$ cat src/rtl/mm_bram_pkg.sv
// Shared types and constant helpers for the BRAM limb sequencer.
package mm_bram_pkg;

    typedef enum logic [1:0] {
        ST_IDLE  = 2'd0,
        ST_LOAD  = 2'd1,
        ST_STORE = 2'd2,
        ST_DONE  = 2'd3
    } mm_seq_state_t;

    typedef enum logic {
        CMD_LOAD  = 1'b0,
        CMD_STORE = 1'b1
    } mm_cmd_t;

    // Number of limbs per operand slot.
    function automatic int num_limbs(input int width, input int limb);
        return (width + 1) / limb + 1;
    endfunction

    // Read buffer depth: one entry per read in flight plus two of slack, so a
    // stalled consumer never loses returning data.
    function automatic int fifo_depth(input int rd_lat);
        return rd_lat + 2;
    endfunction

    // Word address to byte address shift.
    function automatic int byte_shift(input int dw);
        return $clog2(dw / 8);
    endfunction

    // Legal configuration: BRAM data width a power of two in 32..128 that
    // holds a whole limb, and a read latency of 1..3 cycles.
    function automatic bit params_legal(input int dw, input int limb, input int rd_lat);
        return (dw >= limb) && (dw >= 32) && (dw <= 128) && ((dw & (dw - 1)) == 0)
            && (rd_lat >= 1) && (rd_lat <= 3);
    endfunction

endpackage

$ cat src/rtl/mm_limb_fifo.sv
// Synchronous first-word-fall-through FIFO with occupancy count.
module mm_limb_fifo #(
    parameter int W     = 17,
    parameter int DEPTH = 3
) (
    input  logic                         clock_i,
    input  logic                         reset_i,
    input  logic                         push,
    input  logic [W-1:0]                 din,
    input  logic                         pop,
    output logic [W-1:0]                 dout,
    output logic                         valid,
    output logic [$clog2(DEPTH+1)-1:0]   count
);
    localparam int CW = $clog2(DEPTH + 1);
    localparam int PW = (DEPTH > 1) ? $clog2(DEPTH) : 1;

    logic [W-1:0]  mem [DEPTH];
    logic [PW-1:0] rd_ptr;
    logic [PW-1:0] wr_ptr;
    logic          do_push;
    logic          do_pop;

    function automatic logic [PW-1:0] ptr_inc(input logic [PW-1:0] p);
        return (p == PW'(DEPTH - 1)) ? '0 : p + PW'(1);
    endfunction

    assign do_pop  = pop && (count != '0);
    assign do_push = push && ((count < CW'(DEPTH)) || do_pop);
    assign dout    = mem[rd_ptr];
    assign valid   = (count != '0);

    // Storage array; contents are don't-care until counted valid.
    always_ff @(posedge clock_i) begin
        if (do_push) begin
            mem[wr_ptr] <= din;
        end
    end

    // Pointers and occupancy; simultaneous push and pop leaves count unchanged.
    always_ff @(posedge clock_i) begin
        if (reset_i) begin
            rd_ptr <= '0;
            wr_ptr <= '0;
            count  <= '0;
        end else begin
            if (do_push) begin
                wr_ptr <= ptr_inc(wr_ptr);
            end
            if (do_pop) begin
                rd_ptr <= ptr_inc(rd_ptr);
            end
            if (do_push && !do_pop) begin
                count <= count + CW'(1);
            end else if (do_pop && !do_push) begin
                count <= count - CW'(1);
            end
        end
    end

endmodule

$ cat src/rtl/mm_bram_sequencer.sv
// Moves one operand slot of limbs between a BRAM port and the multiplier core.
//
// Handshakes: a transfer happens on a clock edge where both valid and ready
// are high. start_i/start_ready_o, limb_valid_o/limb_ready_i and
// res_valid_i/res_ready_o all follow that rule; valid does not wait on ready.
module mm_bram_sequencer
    import mm_bram_pkg::*;
#(
    parameter int WIDTH       = 256,
    parameter int LIMB        = 17,
    parameter int BRAM_DW     = 32,
    parameter int BRAM_RD_LAT = 1,
    parameter int NSLOT       = 4,
    parameter int BASE_WORD   = 0
) (
    input  logic                                    clock_i,
    input  logic                                    reset_i,
    input  logic                                    start_i,
    output logic                                    start_ready_o,
    input  logic                                    cmd_store_i,
    input  logic [((NSLOT > 1) ? $clog2(NSLOT) : 1)-1:0] cmd_slot_i,
    output logic [LIMB-1:0]                         limb_o,
    output logic                                    limb_valid_o,
    input  logic                                    limb_ready_i,
    input  logic [LIMB-1:0]                         res_limb_i,
    input  logic                                    res_valid_i,
    output logic                                    res_ready_o,
    input  logic [BRAM_DW-1:0]                      BRAM_dout_i,
    output logic [BRAM_DW-1:0]                      BRAM_din_o,
    output logic [BRAM_DW/8-1:0]                    BRAM_we_o,
    output logic [31:0]                             BRAM_addr_o,
    output logic                                    BRAM_en_o,
    output logic                                    BRAM_clock_o,
    output logic                                    BRAM_reset_o,
    output logic                                    done_o,
    output logic [1:0]                              dbg_state_o
);
    localparam int S     = num_limbs(WIDTH, LIMB);
    localparam int DEPTH = fifo_depth(BRAM_RD_LAT);
    localparam int SHIFT = byte_shift(BRAM_DW);
    localparam int KW    = $clog2(S + 1);
    localparam int CW    = $clog2(DEPTH + 1);

    if (!params_legal(BRAM_DW, LIMB, BRAM_RD_LAT)) begin : g_bad_params
        $error("mm_bram_sequencer: illegal BRAM_DW / LIMB / BRAM_RD_LAT combination");
    end

    if (BRAM_DW > LIMB) begin : g_dout_hi
        logic unused_dout_hi;
        assign unused_dout_hi = ^BRAM_dout_i[BRAM_DW-1:LIMB];
    end

    mm_seq_state_t           state;
    mm_seq_state_t           state_nx;
    logic [31:0]             base_q;
    logic [31:0]             slot_word;
    logic [KW-1:0]           rd_cnt;
    logic [KW-1:0]           pop_cnt;
    logic [KW-1:0]           acc_cnt;
    logic [KW-1:0]           wr_cnt;
    logic [BRAM_RD_LAT-1:0]  rd_sr;
    logic                    wr_valid_q;
    logic [LIMB-1:0]         wr_data_q;
    logic                    issue;
    logic                    pop;
    logic                    res_fire;
    logic [CW-1:0]           inflight;
    logic [CW-1:0]           fifo_count;
    logic                    fifo_valid;
    logic [LIMB-1:0]         fifo_dout;

    // Slot index wraps modulo NSLOT; each slot spans S consecutive words.
    assign slot_word = 32'(BASE_WORD) + (32'(cmd_slot_i) % 32'(NSLOT)) * 32'(S);

    // Reads currently travelling through the BRAM pipeline.
    always_comb begin
        inflight = '0;
        for (int i = 0; i < BRAM_RD_LAT; i++) begin
            inflight = inflight + CW'(rd_sr[i]);
        end
    end

    // Never issue more reads than the FIFO could absorb if the core stalls.
    assign issue = (state == ST_LOAD) && (rd_cnt < KW'(S))
                && (({1'b0, inflight} + {1'b0, fifo_count}) < (CW + 1)'(DEPTH));
    assign pop      = (state == ST_LOAD) && fifo_valid && limb_ready_i;
    assign res_fire = res_ready_o && res_valid_i;

    // State register.
    always_ff @(posedge clock_i) begin
        if (reset_i) begin
            state <= ST_IDLE;
        end else begin
            state <= state_nx;
        end
    end

    // Next-state and control outputs.
    always_comb begin
        state_nx      = state;
        start_ready_o = 1'b0;
        res_ready_o   = 1'b0;
        done_o        = 1'b0;
        case (state)
            ST_IDLE: begin
                start_ready_o = 1'b1;
                if (start_i) begin
                    state_nx = (mm_cmd_t'(cmd_store_i) == CMD_STORE) ? ST_STORE : ST_LOAD;
                end
            end
            ST_LOAD: begin
                if (pop && (pop_cnt == KW'(S - 1))) begin
                    state_nx = ST_DONE;
                end
            end
            ST_STORE: begin
                res_ready_o = (acc_cnt < KW'(S));
                if (wr_valid_q && (wr_cnt == KW'(S - 1))) begin
                    state_nx = ST_DONE;
                end
            end
            ST_DONE: begin
                done_o   = 1'b1;
                state_nx = ST_IDLE;
            end
            default: state_nx = ST_IDLE;
        endcase
    end

    // Command latch, transfer counters, read-return tracker and write staging.
    always_ff @(posedge clock_i) begin
        if (reset_i) begin
            base_q     <= '0;
            rd_cnt     <= '0;
            pop_cnt    <= '0;
            acc_cnt    <= '0;
            wr_cnt     <= '0;
            rd_sr      <= '0;
            wr_valid_q <= 1'b0;
            wr_data_q  <= '0;
        end else begin
            if (start_i && start_ready_o) begin
                base_q  <= slot_word;
                rd_cnt  <= '0;
                pop_cnt <= '0;
                acc_cnt <= '0;
                wr_cnt  <= '0;
            end else begin
                if (issue)      rd_cnt  <= rd_cnt + KW'(1);
                if (pop)        pop_cnt <= pop_cnt + KW'(1);
                if (res_fire)   acc_cnt <= acc_cnt + KW'(1);
                if (wr_valid_q) wr_cnt  <= wr_cnt + KW'(1);
            end
            rd_sr[0] <= issue;
            for (int i = 1; i < BRAM_RD_LAT; i++) begin
                rd_sr[i] <= rd_sr[i-1];
            end
            wr_valid_q <= res_fire;
            if (res_fire) begin
                wr_data_q <= res_limb_i;
            end
        end
    end

    mm_limb_fifo #(
        .W     (LIMB),
        .DEPTH (DEPTH)
    ) u_fifo (
        .clock_i (clock_i),
        .reset_i (reset_i),
        .push    (rd_sr[BRAM_RD_LAT-1]),
        .din     (BRAM_dout_i[LIMB-1:0]),
        .pop     (pop),
        .dout    (fifo_dout),
        .valid   (fifo_valid),
        .count   (fifo_count)
    );

    assign limb_o       = fifo_dout;
    assign limb_valid_o = fifo_valid;

    // BRAM port: combinational read issue in LOAD, registered write in STORE.
    always_comb begin
        BRAM_en_o   = issue | wr_valid_q;
        BRAM_we_o   = wr_valid_q ? '1 : '0;
        BRAM_din_o  = wr_valid_q ? BRAM_DW'(wr_data_q) : '0;
        BRAM_addr_o = '0;
        if (issue) begin
            BRAM_addr_o = (base_q + 32'(rd_cnt)) << SHIFT;
        end else if (wr_valid_q) begin
            BRAM_addr_o = (base_q + 32'(wr_cnt)) << SHIFT;
        end
    end

    assign BRAM_clock_o = clock_i;
    assign BRAM_reset_o = reset_i;
    assign dbg_state_o  = state;

endmodule

$ cat config.mk
export PLATFORM = sky130hd
export DESIGN_NAME = mm_bram_sequencer
export DESIGN_NICKNAME = d
export VERILOG_FILES = /design/src/rtl/mm_bram_pkg.sv /design/src/rtl/mm_limb_fifo.sv /design/src/rtl/mm_bram_sequencer.sv
export SDC_FILE = /design/constraint.sdc
export NUM_CORES = 1
export LEC_CHECK = 0
export ABC_AREA = 1
export BUFFER_PORTS_ARGS = -buffer_cell sky130_fd_sc_hd__clkbuf_2
export CAP_MARGIN = 20
export CORE_MARGIN = 2
export CORE_UTILIZATION = 45
export CTS_BUF_LIST = sky130_fd_sc_hd__clkbuf_4 sky130_fd_sc_hd__clkbuf_8
export DETAILED_ROUTE_END_ITERATION = 7
export PLACE_DENSITY = 0.72
export REMOVE_ABC_BUFFERS = 1
export SYNTH_ARGS = -nofsm -noshare
export SYNTH_HDL_FRONTEND = slang
export SYNTH_HIERARCHICAL = 1
export SYNTH_SLANG_ARGS = --single-unit
$ cat constraint.sdc
create_clock -name clock_i -period 3 [get_ports clock_i]
set_clock_uncertainty 0.2 [all_clocks]
set_input_delay 0.15 -clock clock_i [delete_from_list [all_inputs] [get_ports clock_i]]
set_output_delay 0.15 -clock clock_i [all_outputs]
set_load 0.02 [all_outputs]
* Yosys cells after proc, flatten, opt, wreduce, memory -nomap -nowiden
Memory sizes are Yosys's and may differ from the RTL's. A register that Yosys moved wholly into a read port is not among the register bits.
Cells that the tools add are included.
** Operators by class
- Add/sub/neg operators :: 11
- Multiply operators :: 0
- Div/mod/pow operators :: 0
- $lt $le $gt $ge :: 4
- Equal/unequal tests :: 10
- Shifts and indexed selects :: 0
- Multiplexer cells :: 20
- Bitwise operators :: 1
- Reductions and logical operators :: 20
** Operators with widths (count)
- 32-bit 2-to-1 mux :: 1
- 5-bit by 1-bit adder with 5-bit output, second input constant :: 4
- 2-bit 2-to-1 mux :: 10
- 17-bit 2-to-1 mux :: 1
- 6-bit by 5-bit adder with 7-bit output :: 2
- 1-bit logical AND :: 12
- 5-bit by 4-bit equality test with 1-bit output, second input constant :: 2
- 5-bit < comparator, second input constant :: 2
- 9-bit 2-to-1 mux :: 1
- 2-bit equality test, second input constant :: 4
- 2-bit case mux with 4 select lines :: 1
- 2-bit by 1-bit adder with 2-bit output, second input constant :: 3
- 1-bit 2-to-1 mux :: 5
- 4-bit 2-to-1 mux :: 1
- 2-bit != test, second input constant :: 2
- 2-bit nonzero test :: 2
- 1-bit by 2-bit adder with 3-bit output :: 1
- 3-bit by 2-bit < comparator with 1-bit output, second input constant :: 1
- 3-bit AND reduction :: 1
- 2-bit by 1-bit equality test with 1-bit output, second input constant :: 1
- 1-bit zero test :: 2
- 2-bit zero test :: 1
- 2-bit < comparator, second input constant :: 1
- 2-bit by 1-bit != test with 1-bit output, second input constant :: 1
- other kinds (4) :: 4
** Storage, ports and cells
- Register bits after elaboration :: 49
- Bits in latches :: 0
- Memory bits (writable) :: 51
- Memory bits (read-only) :: 0
- Input port bits :: 57
- Output and inout bits :: 94
- Word-level logic and storage cells :: 79
- Memories :: 1
** Memories
- u_fifo.mem :: words 3, bits a word 17, read ports 1, clocked after memory_dff 1, write ports 1, line mm_limb_fifo.sv:18 : logic [W-1:0] mem [DEPTH];

* Logic depth before layout (Yosys ltp)
- Word-level depth :: 10
- Depth in mapped cells :: 15

* By module
The synthesis kept the hierarchy.
** By module, submodules not included
- mm_bram_sequencer :: times used 1, cells an instance 359, area each 2560.0 µm²
- mm_limb_fifo :: times used 1, cells an instance 181, area each 2309.7 µm²

==> run_results.csv <==
group,metric,value,unit
placed_design,finalWeightedCongestion,0.779,
min_path,hp-class,"in2reg",
min_path,hold_path_end,"wr_valid_q",
layout,nFillCells,905,
die,die_area,0.0117,mm2
routing,first_pass_iters,4,
routing,ant_nets,0,
die,dieHeight,108,um
timing,tns,0,ns
global_routing,antenna_found_initial,0,
critical_path,required,3.16,ns
synthesis,synth_top_cell_by_area,"edfxtp_1",
layout,layout.cells.non_filler,835,
synthesis,yosys.cell_types.count,36,
timing,rsz0062_at_grt,"false",
global_routing,grt_overflow,0,
run_status,status,"finished clean",
timing,setup_violations,0,
timing,slew_headroom,40.5,%
synthesis,yosys_warnings,6,
critical_path,critPathMaxFanout,4,
synthesis,synth-edff-count,51,
placed_design,placedCellCount,752,
global_routing,grt_pass1_vias,3736,
critical_path,worstSetupPathType,"reg2reg",
critical_path,reg2regPathDepth,11,
layout,final_util,58.3,%
timing,finalHoldViolCount,0,
global_routing,grt_max_degree,26,
layout,drive_above_1_share,20.1,%
routing,vias,3881,
synthesis,synth_ff_type,"edfxtp_1",
critical_path,cp-end-kind,"flip-flop",
placed_design,hpwl,6.63,mm
timing,worst_pin_slew,0.891,ns
synthesis,ys_ff_latch,102,
synthesis,syn_area,0.00487,mm2
timing,finalCriticalPeriod,2.78,ns
layout,mostFrequentLayoutCells,"nand2_1, clkbuf_2, a21oi_1",
synthesis,synthCells,540,
routing,drtIter0Drc,150,
synthesis,syn_avg_cell_area,9.02,um2
layout,nets,768,
synthesis,synth_area_leaders,"edfxtp_1, dfxtp_1, nand2_1",
routing,viasPerCell,4.65,
global_routing,grt_pass1_wl,16.4,mm
min_path,min_path_cells,2,
critical_path,arrival,2.93,ns
power,p_per_area,597,mW/mm2
timing,max_freq,0.360,GHz
layout,fin_area,0.00608,mm2
job,cap_viol_max_count,0,
routing,drcViolationCount,0,
die,ioPinCount,151,
critical_path,cp-start-kind,"flip-flop",
synthesis,seq_area_frac_synth,52.4,%
power,p_leak,2.80,nW
timing,slew_viol_final,0,
timing,post-route-period-util,92.5,%
layout,final_common_cell,"nand2_1",
cts,cts_tree,"built",
placed_design,port_buffers,95,
routing,wire_per_inst,12.3,um
die,rows,37,
synthesis,synth_top_area_share,31.4,%
layout,syn_to_final_growth,24.8,%
die,die_w,108,um
power,p_total,0.00363,W
cts,clk_pin_slew,0.10,ns
die,core_region_area,0.0104,mm2
routing,routed_wl,10.3,mm
die,initial_core_util,46.8,%
placed_design,placed_cell_area,0.00520,mm2
power,ir_drop,0.332,mV
min_path,worstHoldStart,"reset_i",
critical_path,r2r_slack,0.22,ns
cts,clk_latency,0.46,ns
cts,cts_setup_buffers,0,
synthesis,async_flop_share,0,%
critical_path,r2r-start,"pop_cnt[0]",
critical_path,r2r_end,"dbg_state_o[0]",
global_routing,grt_usage,17.6,%
==> kinds of logic after synthesis <==
kind of cell,count (synthesis),share of synthesized area [%]
compound gates,89,9.76
xor+xnor,1,0.180
fa+ha+maj,18,4.62
buf+inv,125,15.3
flops,102,52.4
other cells,1,0.0770
simple gates,204,17.6
==> stage by stage <==
stage | setup WS [ns] | hold WS [ns]
after floorplan | 0.390 | -0.0500
after global placement | 0.734 | 0.0896
after detailed placement | 0.630 | 0.0896
after CTS | 0.203 | 0.0743
after global routing | 0.0317 | 0.0717
final | 0.225 | 0.0744
==> critical path: stages, from the launching register on <==
cell	delay [ns]
dfxtp_1	0.39
ha_1	0.19
inv_1	0.06
nor3_1	0.16
ha_1	0.18
nand4_1	0.09
nand2_1	0.13
nand3_1	0.08
dlygate4sd3_1	0.57
nand2_1	0.06
nor2_1	0.04
dlygate4sd3_1	0.54
==> synth_stat cells (2+ instances only) <==
library cell  count
buf_4            48
nor2_1           46
dfxtp_1          51
nand2_2           3
nand3_1          13
nor3_1            4
inv_6             2
inv_1            55
buf_6             6
o21a_1            3
nor2_4            3
nand4_1           4
nor3_2            2
nand2_1         125
inv_2             5
buf_2             5
o21ai_0          13
a21oi_1          67
edfxtp_1         51
ha_1             18
==> metal layers <==
| metal | vias up | global-route usage, % | share of wire (%) |
|---|---|---|---|
| met5 | - | 0 | 0 |
| met4 | 0 | 5.59 | 0.68 |
| met3 | 7 | 3.50 | 4.4 |
| met2 | 101 | 32.3 | 53 |
| met1 | 1808 | 20.7 | 42 |
| li1 | 1965 | - | - |
==> worst max path at each step <==
| stage | startpoint | end | slack (ns) | depth (start not counted) |
|---|---|---|---|---|
| global route | wr_cnt[1] | dbg_state_o[0] | 0.03 | 13 |
| floorplan | dbg_state_o[0] | u_fifo/mem[2][0] | 0.39 | 7 |
| global placement | dbg_state_o[1] | u_fifo/count[1] | 0.73 | 14 |
| finish | pop_cnt[0] | dbg_state_o[0] | 0.22 | 11 |
| CTS | wr_cnt[0] | dbg_state_o[0] | 0.20 | 13 |
| detailed placement | dbg_state_o[1] | u_fifo/count[1] | 0.63 | 14 |
==> what timing repair did <==
action / in CTS / in global routing
resized for setup: 0 / 1
setup endpoints to repair: 0 / 1
hold buffers: 63 / 0
hold endpoints to repair: 86 / 0
==> final cells by class <==
type	count	area, um2	area share, %
Antenna cell	1	2.50	0.0412
Clock buffer	13	170	2.80
Clock inverter	7	77.6	1.28
Inverter	63	254	4.18
Multi-Input combinational cell	352	1720	28.3
Sequential cell	102	2550	42.0
Tap cell	136	170	2.80
Timing Repair Buffer	161	1130	18.6
==> registers in the layout (all words and copies together), names as in the netlist, 5 cells and up, named ones only <==
name	count
u_fifo/mem	51
rd_cnt	5
wr_data_q	17
wr_cnt	5
pop_cnt	5
acc_cnt	5
==> power breakdown <==
group | internal [W] | switching (W) | leakage [nW]
combinational | 0.000360 | 0.000617 | 1.80
sequential | 0.00157 | 0.0000764 | 0.874
clock | 0.000490 | 0.000511 | 0.127
(Power assumes the default switching activity.)
